===== src/rtl/plab3_mem_cacheline_serializer_pkg.sv =====
// Memory message type encodings (vc-mem-msgs compatible) and serializer FSM states.
package plab3_mem_cacheline_serializer_pkg;

  localparam logic [1:0] MEM_TYPE_READ       = 2'd0;
  localparam logic [1:0] MEM_TYPE_WRITE      = 2'd1;
  localparam logic [1:0] MEM_TYPE_WRITE_INIT = 2'd2;

  localparam logic [1:0] STATE_IDLE = 2'd0;
  localparam logic [1:0] STATE_REQ  = 2'd1;
  localparam logic [1:0] STATE_WAIT = 2'd2;
  localparam logic [1:0] STATE_RESP = 2'd3;

  // Anything that is not a write flavour (including the unknown code 3) is a read.
  function automatic logic is_write_type(input logic [1:0] t);
    return (t == MEM_TYPE_WRITE) || (t == MEM_TYPE_WRITE_INIT);
  endfunction

endpackage


===== src/rtl/plab3_mem_cacheline_serializer_ctrl.sv =====
// Serializer control: IDLE/REQ/WAIT/RESP FSM with one word outstanding, plus word counter.
module plab3_mem_cacheline_serializer_ctrl
  import plab3_mem_cacheline_serializer_pkg::*;
#(
  parameter int nwords = 4,
  parameter int cntw   = (nwords > 1) ? $clog2(nwords) : 1
)(
  input  logic            clk,
  input  logic            reset,
  input  logic            linereq_val,
  input  logic            wordreq_rdy,
  input  logic            wordresp_val,
  input  logic            lineresp_rdy,
  output logic            linereq_rdy,
  output logic            wordreq_val,
  output logic            wordresp_rdy,
  output logic            lineresp_val,
  output logic            line_go,
  output logic            word_go,
  output logic [cntw-1:0] cnt
);

  logic [1:0] state;
  logic [1:0] state_next;
  logic       last;

  assign last = (cnt == cntw'(nwords - 1));

  always_comb begin
    state_next = state;
    case (state)
      STATE_IDLE: if (linereq_val)  state_next = STATE_REQ;
      STATE_REQ:  if (wordreq_rdy)  state_next = STATE_WAIT;
      STATE_WAIT: if (wordresp_val) state_next = last ? STATE_RESP : STATE_REQ;
      STATE_RESP: if (lineresp_rdy) state_next = STATE_IDLE;
      default:                      state_next = STATE_IDLE;
    endcase
  end

  always_ff @(posedge clk or posedge reset) begin
    if (reset) begin
      state <= STATE_IDLE;
      cnt   <= '0;
    end else begin
      state <= state_next;
      if (line_go)
        cnt <= '0;
      else if (word_go && !last)
        cnt <= cnt + cntw'(1);
    end
  end

  // Moore outputs: each handshake signal belongs to exactly one state.
  assign linereq_rdy  = (state == STATE_IDLE);
  assign wordreq_val  = (state == STATE_REQ);
  assign wordresp_rdy = (state == STATE_WAIT);
  assign lineresp_val = (state == STATE_RESP);

  assign line_go = linereq_val  && linereq_rdy;
  assign word_go = wordresp_val && wordresp_rdy;

endmodule


===== src/rtl/plab3_mem_cacheline_serializer.sv =====
// Cacheline-to-word memory serializer: splits one line request into nwords word
// transactions and returns a single reassembled line response.
module plab3_mem_cacheline_serializer
  import plab3_mem_cacheline_serializer_pkg::*;
#(
  parameter int abw = 32,
  parameter int dbw = 32,
  parameter int clw = 128
)(
  input  logic           clk,
  input  logic           reset,

  input  logic           linereq_val,
  output logic           linereq_rdy,
  input  logic [1:0]     linereq_type,
  input  logic [abw-1:0] linereq_addr,
  input  logic [clw-1:0] linereq_data,

  output logic           lineresp_val,
  input  logic           lineresp_rdy,
  output logic [1:0]     lineresp_type,
  output logic [clw-1:0] lineresp_data,

  output logic           wordreq_val,
  input  logic           wordreq_rdy,
  output logic [1:0]     wordreq_type,
  output logic [abw-1:0] wordreq_addr,
  output logic [dbw-1:0] wordreq_data,

  input  logic           wordresp_val,
  output logic           wordresp_rdy,
  input  logic [dbw-1:0] wordresp_data
);

  localparam int nwords = clw / dbw;
  localparam int cntw   = (nwords > 1) ? $clog2(nwords) : 1;
  localparam int lbw    = $clog2(clw / 8);
  localparam int wbytes = dbw / 8;

  if (clw % dbw != 0) begin : g_bad_clw
    $error("clw must be an integer multiple of dbw");
  end

  logic            line_go;
  logic            word_go;
  logic [cntw-1:0] cnt;
  logic [1:0]      type_r;
  logic [abw-1:0]  base_r;
  logic [clw-1:0]  wdata_r;
  logic [clw-1:0]  rbuf_r;
  logic [abw-1:0]  word_addr;
  logic            unused_addr_bits;

  assign unused_addr_bits = ^linereq_addr[lbw-1:0];

  plab3_mem_cacheline_serializer_ctrl #(
    .nwords (nwords),
    .cntw   (cntw)
  ) ctrl (
    .clk          (clk),
    .reset        (reset),
    .linereq_val  (linereq_val),
    .wordreq_rdy  (wordreq_rdy),
    .wordresp_val (wordresp_val),
    .lineresp_rdy (lineresp_rdy),
    .linereq_rdy  (linereq_rdy),
    .wordreq_val  (wordreq_val),
    .wordresp_rdy (wordresp_rdy),
    .lineresp_val (lineresp_val),
    .line_go      (line_go),
    .word_go      (word_go),
    .cnt          (cnt)
  );

  always_ff @(posedge clk or posedge reset) begin
    if (reset) begin
      type_r  <= MEM_TYPE_READ;
      base_r  <= '0;
      wdata_r <= '0;
      rbuf_r  <= '0;
    end else begin
      if (line_go) begin
        type_r  <= linereq_type;
        base_r  <= {linereq_addr[abw-1:lbw], {lbw{1'b0}}};
        wdata_r <= linereq_data;
      end
      if (word_go && !is_write_type(type_r))
        rbuf_r[cnt*dbw +: dbw] <= wordresp_data;
    end
  end

  // Word offset wraps at abw bits; the base is line-aligned so a line never straddles.
  assign word_addr = base_r + abw'(wbytes) * abw'(cnt);

  assign wordreq_addr  = wordreq_val ? word_addr : '0;
  assign wordreq_data  = wordreq_val ? wdata_r[cnt*dbw +: dbw] : '0;
  assign wordreq_type  = (wordreq_val && is_write_type(type_r)) ? MEM_TYPE_WRITE : MEM_TYPE_READ;

  assign lineresp_type = lineresp_val ? type_r : 2'd0;
  assign lineresp_data = (lineresp_val && !is_write_type(type_r)) ? rbuf_r : '0;

endmodule

===== config.mk =====
export PLATFORM = sky130hd
export DESIGN_NAME = plab3_mem_cacheline_serializer
export DESIGN_NICKNAME = d
export VERILOG_FILES = /design/src/rtl/plab3_mem_cacheline_serializer_pkg.sv /design/src/rtl/plab3_mem_cacheline_serializer_ctrl.sv /design/src/rtl/plab3_mem_cacheline_serializer.sv
export SDC_FILE = /design/constraint.sdc
export NUM_CORES = 1
export LEC_CHECK = 0
export ABC_AREA = 1
export CAP_MARGIN = 20
export CELL_PAD_IN_SITES_DETAIL_PLACEMENT = 2
export CELL_PAD_IN_SITES_GLOBAL_PLACEMENT = 2
export CORE_MARGIN = 4
export CORE_UTILIZATION = 24
export CTS_CLUSTER_SIZE = 24
export DETAILED_ROUTE_END_ITERATION = 8
export PLACE_DENSITY_LB_ADDON = 0.2
export REMOVE_ABC_BUFFERS = 1
export SKIP_CTS_REPAIR_TIMING = 1
export SLEW_MARGIN = 20
export SYNTH_ARGS = -nofsm -noshare
export SYNTH_HDL_FRONTEND = slang
export SYNTH_SLANG_ARGS = --single-unit
export TNS_END_PERCENT = 10

===== constraint.sdc =====
create_clock -name clk -period 9.3 [get_ports clk]
set_clock_uncertainty 0.2 [all_clocks]
set_input_delay 1.86 -clock clk [delete_from_list [all_inputs] [get_ports clk]]
set_output_delay 1.86 -clock clk [all_outputs]
set_load 0.1 [all_outputs]

# Yosys cells after proc, flatten, opt, wreduce, memory -nomap -nowiden
# Index checks and enable logic that the tools add are counted.
# word_totals
register_bits	290
in_bits	200
output_inout_bits	200
elab_cells	48
# op_classes
add_sub_neg	3
eq_ne	10
shifts	3
n_mux	14
reduce_logical	12
# ops
cell	n
bitwise mux 128 bit	1
2-to-1 mux 128 bit	1
variable shift 32 x 34 -> 128 bit, first input constant	1
indexed part select 128 x 8 -> 32 bit	1
indexed part select 32 x 34 -> 128 bit	1
2-to-1 mux 32 bit	2
negation 7 -> 34 bit	1
adder 32 x 4 -> 32 bit	1
2-to-1 mux 2 bit	8
== test 2 bit, second input constant	4
case mux 2 bit (4 select lines)	1
logical AND 1 bit	6
== test 2 x 1 -> 1 bit, second input constant	2
!= test 2 x 1 -> 1 bit, second input constant	2
!= test 2 bit, second input constant	2
AND reduction 4 bit	1
adder 2 x 1 -> 2 bit, second input constant	1
logical NOT 1 bit	2
logical NOT 2 bit	1
nonzero test 2 bit	1
logical OR 1 bit	1
2-to-1 mux 1 bit	1

# Depth between registers and ports, before layout
# logic_depth
depth_word	5
ltp_mapped	10
depth_no_buf	7

# Modules after synthesis
# A second synthesis with hierarchy kept.
# hier_totals
cells_unflattened	2072
area_unflattened_um2	15122.0
# by_module_without_submodules
module	n_inst	cells_each	area_per_inst_um2	seq_area_each_um2
plab3_mem_cacheline_serializer	1	2028	14824.2	7156.9
plab3_mem_cacheline_serializer_ctrl	1	44	297.8	100.1

# Least setup slack after synthesis
# OpenSTA, ideal clock, no wires.
# synth_path
path_type	reg2out
start	register ctrl.state[0]
end	output port lineresp_data[100]
arrival_ns	2.638
required_ns	7.240
path_slack_ns	4.602
stages_incl_launch_ff	7
path_buffers	2
cell_sequence	dfrtp_1 > nand2_1 > inv_2 > nand2_2 > buf_6 > buf_6 > nor2_1
# synth_via
elab_chain_len	3
# synth_rtl
item	line_no	source
start: declaration	plab3_mem_cacheline_serializer_ctrl.sv:23	logic [1:0] state;
start signal: assignment	plab3_mem_cacheline_serializer_ctrl.sv:45	state <= state_next;
== test 2 bit	plab3_mem_cacheline_serializer_ctrl.sv:57	assign lineresp_val = (state == STATE_RESP);
named net lineresp_val	plab3_mem_cacheline_serializer.sv:19	output logic lineresp_val,
logical AND 1 bit	plab3_mem_cacheline_serializer.sv:100	assign lineresp_data = (lineresp_val && !is_write_type(type_r)) ? rbuf_r : '0;
2-to-1 mux 128 bit	plab3_mem_cacheline_serializer.sv:100	
end: declaration	plab3_mem_cacheline_serializer.sv:22	output logic [clw-1:0] lineresp_data,
# The timed path passes the listed nets, and every way through them passes these cells.

# Worst setup path in the final report
# layout_path
start	register ctrl.cnt[0]
end	output port wordreq_data[23]
# layout_via
elab_chain_len	2
# layout_rtl
item	line_no	source
start: declaration	plab3_mem_cacheline_serializer_ctrl.sv:20	output logic [cntw-1:0] cnt
start signal: assignment	plab3_mem_cacheline_serializer_ctrl.sv:49	cnt <= cnt + cntw'(1);
indexed part select 128 x 8 -> 32 bit	plab3_mem_cacheline_serializer.sv:96	assign wordreq_data = wordreq_val ? wdata_r[cnt*dbw +: dbw] : '0;
2-to-1 mux 32 bit	plab3_mem_cacheline_serializer.sv:96	
end: declaration	plab3_mem_cacheline_serializer.sv:28	output logic [dbw-1:0] wordreq_data,
# No other way between the ends.

==> summary by stage <==
Global route
The number of antenna violations at the first check in global routing was 16. The via count of the first global-routing pass is 15.8k. The aggregate global routing overflow is 0. Global routing used 18.2% of the available tracks across all layers. Entering global routing, the biggest net connects 133 pins. The first-pass GRT wire length is 91600 um.

Synthesis
Of all flip-flops after synthesis, the portion carrying an async set or reset was 100%. The share of the yosys chip area belonging to registers is 50.1%. In the synthesized netlist, the cells that appear most often are sky130_fd_sc_hd__nand2_1, sky130_fd_sc_hd__nor2_1, sky130_fd_sc_hd__dfrtp_1. The fraction of synthesized cell area in xor and xnor cells is 0%. After synthesis, the share of cell area in mux cells is 0%. The number of instances in the synthesized netlist is 2018. The basic-gate share of the synthesized area counting and, or, nand and nor cells is 31.8%. The main combinational cell family by area after synthesis is simple AND/OR/NAND/NOR gates.

The cell area after synthesis is 0.0145 mm^2. Summing the areas of all compound-gate instances in the mapped netlist gives 6.08% of the synthesized area. Counting flops and latches in the post-synthesis netlist gives 290. The count of flip-flops with a built-in enable after synthesis is 0.

The biggest area contributor in the post-synthesis netlist is sky130_fd_sc_hd__dfrtp_1. Yosys attributes the largest share of cell area to sky130_fd_sc_hd__dfrtp_1, sky130_fd_sc_hd__nand2_1, sky130_fd_sc_hd__nor2_1. The fraction of the mapped netlist area in adder cells is 0.518%. The number of distinct standard cells referenced by the synthesized netlist is 23. Dividing the synthesized area by the synthesized cell count gives 7.18 um^2.

By instance count, the leading cell after synthesis is sky130_fd_sc_hd__nand2_1. Of the post-synthesis cell area, the dominant cell type holds 50.1%. For this run, the leading register cell type out of synthesis is sky130_fd_sc_hd__dfrtp_1.

The warning count from the yosys run is 0.

STA
The share of the clock period used by the worst path after layout is 64.2%. Across all hold checks on the routed design, the worst slack comes to 0.273 ns. The hold violation count in the final report is 0.

Timing would allow up to 0.168 GHz. The actual slew at the worst max-slew pin is 1.14 ns. The worst pin sits at a relative slew slack of 23.5%. Setup violations remaining at the end of the flow were counted as 0. The minimum period implied by the final worst setup slack is 5.97 ns. Setup repair after global routing left no endpoint under its margin. The number of slew-limit violations in the final report is 0.

Placed design
The count of placed standard cells including taps is 3073. The half-perimeter wire length of the detailed placement result is 38600 um. In this run the tool buffered the top-level ports with 392 buffer cells. Routability-driven placement finished with a final weighted congestion of 0.736.

Floorplan
The number of top-level design ports is 400. The starting utilization of the core area is 24.4%. The horizontal die dimension is 254 um. The number of placement rows is 89. The area of the die is 0.0644 mm^2. In this run the vertical extent of the chip is 254 um.

The area of the core is 0.0594 mm^2.

Job
The number of max-cap violations is 0.

Pwr
The maximum VDD drop is 0.000203 V. Net switching is 48.9% of the power. The analysis attributes to net switching a power of 0.00314 W. In this run the power density over the cells is 321 mW/mm^2. The power share of the sequential group is 29.1%. The share of total power dissipated in the clock network is 23.2%. The internal power is 0.00328 W. The fraction of power consumed by combinational cells is 47.7%. In this run the static leakage power is 9.26 nW.

Worst setup path
The startpoint of the most critical setup path is ctrl.cnt[0]. The cell type of the slowest stage on the worst timing path is sky130_fd_sc_hd__clkdlybuf4s50_1. The critical path capture point type is an output pin.

For the worst setup path, the data required time is 7.24 ns. Walking the worst path, the cells encountered are buf_4 > nor2_1 > nor2_1 > o21ai_0 > a21oi_1 > clkdlybuf4s50_1. In this run the critical register-to-register path is launched from ctrl.cnt[0].

The worst-case register-to-register setup slack is 5.48 ns. In this design, the stage delay of the slowest critical-path cell is 1.20 ns. The critical path is of the reg2out type. The cell repeated most along the worst path is sky130_fd_sc_hd__nor2_1. The type of element launching the critical path is a flip-flop. The endpoint of the worst-slack reg-to-reg timing path is rbuf_r[10]. The worst register-to-register path has a depth of 7. The highest net fanout along the worst path is 58. In this run the worst setup path terminates at wordreq_data[23]. For the worst setup path, the data arrival time is 3.91 ns.

Drt
In the routed layout, each cell is associated on average with a via count of 4.44. In the final routed layout, each cell accounts on average for 18.8 um. The detailed router used layers up to and including met5. In the routed design, unresolved DRC markers number 0. The met2 wirelength from detailed routing is 28900 um. The detailed route wirelength on metal3 is 3810 um. Summing over every cut layer, the via total after detailed routing is 13.9k. In the final routing, the length of wire on met1 measures 25100 um. The first routing iteration left 509 violations. The count of nets left with antenna violations once routing finished came out at 0. The post-detailed-routing wire length is 59100 um. The first detailed-routing pass took 4 iterations.

Clock network
TritonCTS built the clock tree. The number of buffers on the longest clock path is 3. The tree is rooted in a sky130_fd_sc_hd__clkbuf_16. The H-tree depth is 2. At the later pin of the worst-skew pair, clock insertion delay measures 0.56 ns. The number of clock buffers added by TritonCTS is 40. For this design, the sink count on the clock tree is 290. Clock-pin slew was measured on the worst setup and hold paths at 0.06 ns.

Layout
In the final design database the tool counted 2549 nets. Of the cells placed in the final design, the portion with a size suffix greater than 1 is 3.89%. The area added between synthesis and finish is 38.0%. The count of placed standard cells in the final layout, fillers left out is 3144.

Min path
The worst hold path begins at wdata_r[122]. The path class of the tightest hold or removal check is reg2reg.

Run status
The run finished with clean final reports.
worst max-delay path, delay by kind of cell (launching register included):
kind                   cells  cell delay [ns]
and+or+nand+nor            2             0.23
AOI/OAI and AO/OA          2             0.36
DFF                        1             0.85
buffers and inverters      2             1.86
metal layers:
layer  track usage [%]  vias up
li1                  -     6608
met1              22.4     6960
met2              31.4      260
met3              5.52       90
met4              4.59       26
met5                 0        -
flip-flops by register name (all words and copies together) (netlist names):
signal / count
type_r: 2
ctrl.state: 2
ctrl.cnt: 2
base_r: 28
wdata_r: 128
rbuf_r: 128
how the worst min path moves through the flow:
| stage | endpoint | cells after the start |
|---|---|---|
| CTS | wdata_r[110] | 2 |
| detailed placement | wdata_r[110] | 2 |
| floorplan | wdata_r[100] | 2 |
| finish | wdata_r[122] | 2 |
| global placement | wdata_r[115] | 2 |
| global route | wdata_r[106] | 2 |
per-stage QoR:
stage,cell area [um^2],util [%],setup TNS (ns),setup WS (ns),power [W]
after global routing,20000,33.7,0,3.09,0.00686
after CTS,20000,33.6,0,3.21,0.00655
final,20000,33.7,0,3.33,0.00641
after global placement,18700,31.6,0,3.90,0.00490
after detailed placement,18700,31.6,0,3.85,0.00499
after floorplan,13700,-,-222.06,-0.766,0.00401
placed cells by master (no fill, tap or decap), types with 2 or more instances in the layout:
cell type                           n
sky130_fd_sc_hd__nand3_1            3
sky130_fd_sc_hd__a21oi_1           32
sky130_fd_sc_hd__inv_6              2
sky130_fd_sc_hd__bufinv_16          2
sky130_fd_sc_hd__inv_1            233
sky130_fd_sc_hd__nand2_1          820
sky130_fd_sc_hd__nand2_4            3
sky130_fd_sc_hd__inv_2              4
sky130_fd_sc_hd__o21ai_1           36
sky130_fd_sc_hd__o211ai_1          32
sky130_fd_sc_hd__clkdlybuf4s50_1  390
sky130_fd_sc_hd__clkinv_2           4
sky130_fd_sc_hd__diode_2            4
sky130_fd_sc_hd__buf_4              6
sky130_fd_sc_hd__o21ai_0           60
sky130_fd_sc_hd__nor2_1           358
sky130_fd_sc_hd__nor2_4             7
sky130_fd_sc_hd__clkbuf_16         40
sky130_fd_sc_hd__clkbuf_8           6
sky130_fd_sc_hd__ha_1               6
sky130_fd_sc_hd__dfrtp_1          289
sky130_fd_sc_hd__nand3_2            3
sky130_fd_sc_hd__conb_1             3
sky130_fd_sc_hd__nand2_2            6
sky130_fd_sc_hd__clkbuf_1          12
sky130_fd_sc_hd__buf_12             2
final cells by class:
type / instances / area, um^2
fillers: 6933 / 39400
flip-flops and latches: 290 / 7260
multi-input cells: 1371 / 5600
repair buffers: 401 / 4010
clock buffers: 58 / 1130
well taps: 773 / 967
inverters: 239 / 910
clock inverters: 8 / 105
diodes: 4 / 10.0
power groups by stage:
stage | clock network, W | registers [W] | logic (W)
2_1_floorplan | 0 | 0.00183 | 0.00217
3_3_place_gp | 0 | 0.00186 | 0.00303
3_5_place_dp | 0 | 0.00189 | 0.00310
4_1_cts | 0.00155 | 0.00187 | 0.00313
5_1_grt | 0.00160 | 0.00192 | 0.00334
6_report | 0.00149 | 0.00186 | 0.00306
cell families after synthesis:
group	after synthesis
adder cells (fa/ha/maj)	6
other	1
flip-flops	290
buffers and inverters	359
AND/OR/NAND/NOR	1202
AO/OA/AOI/OAI	160
No activity file was read; power rests on OpenSTA's default activity.
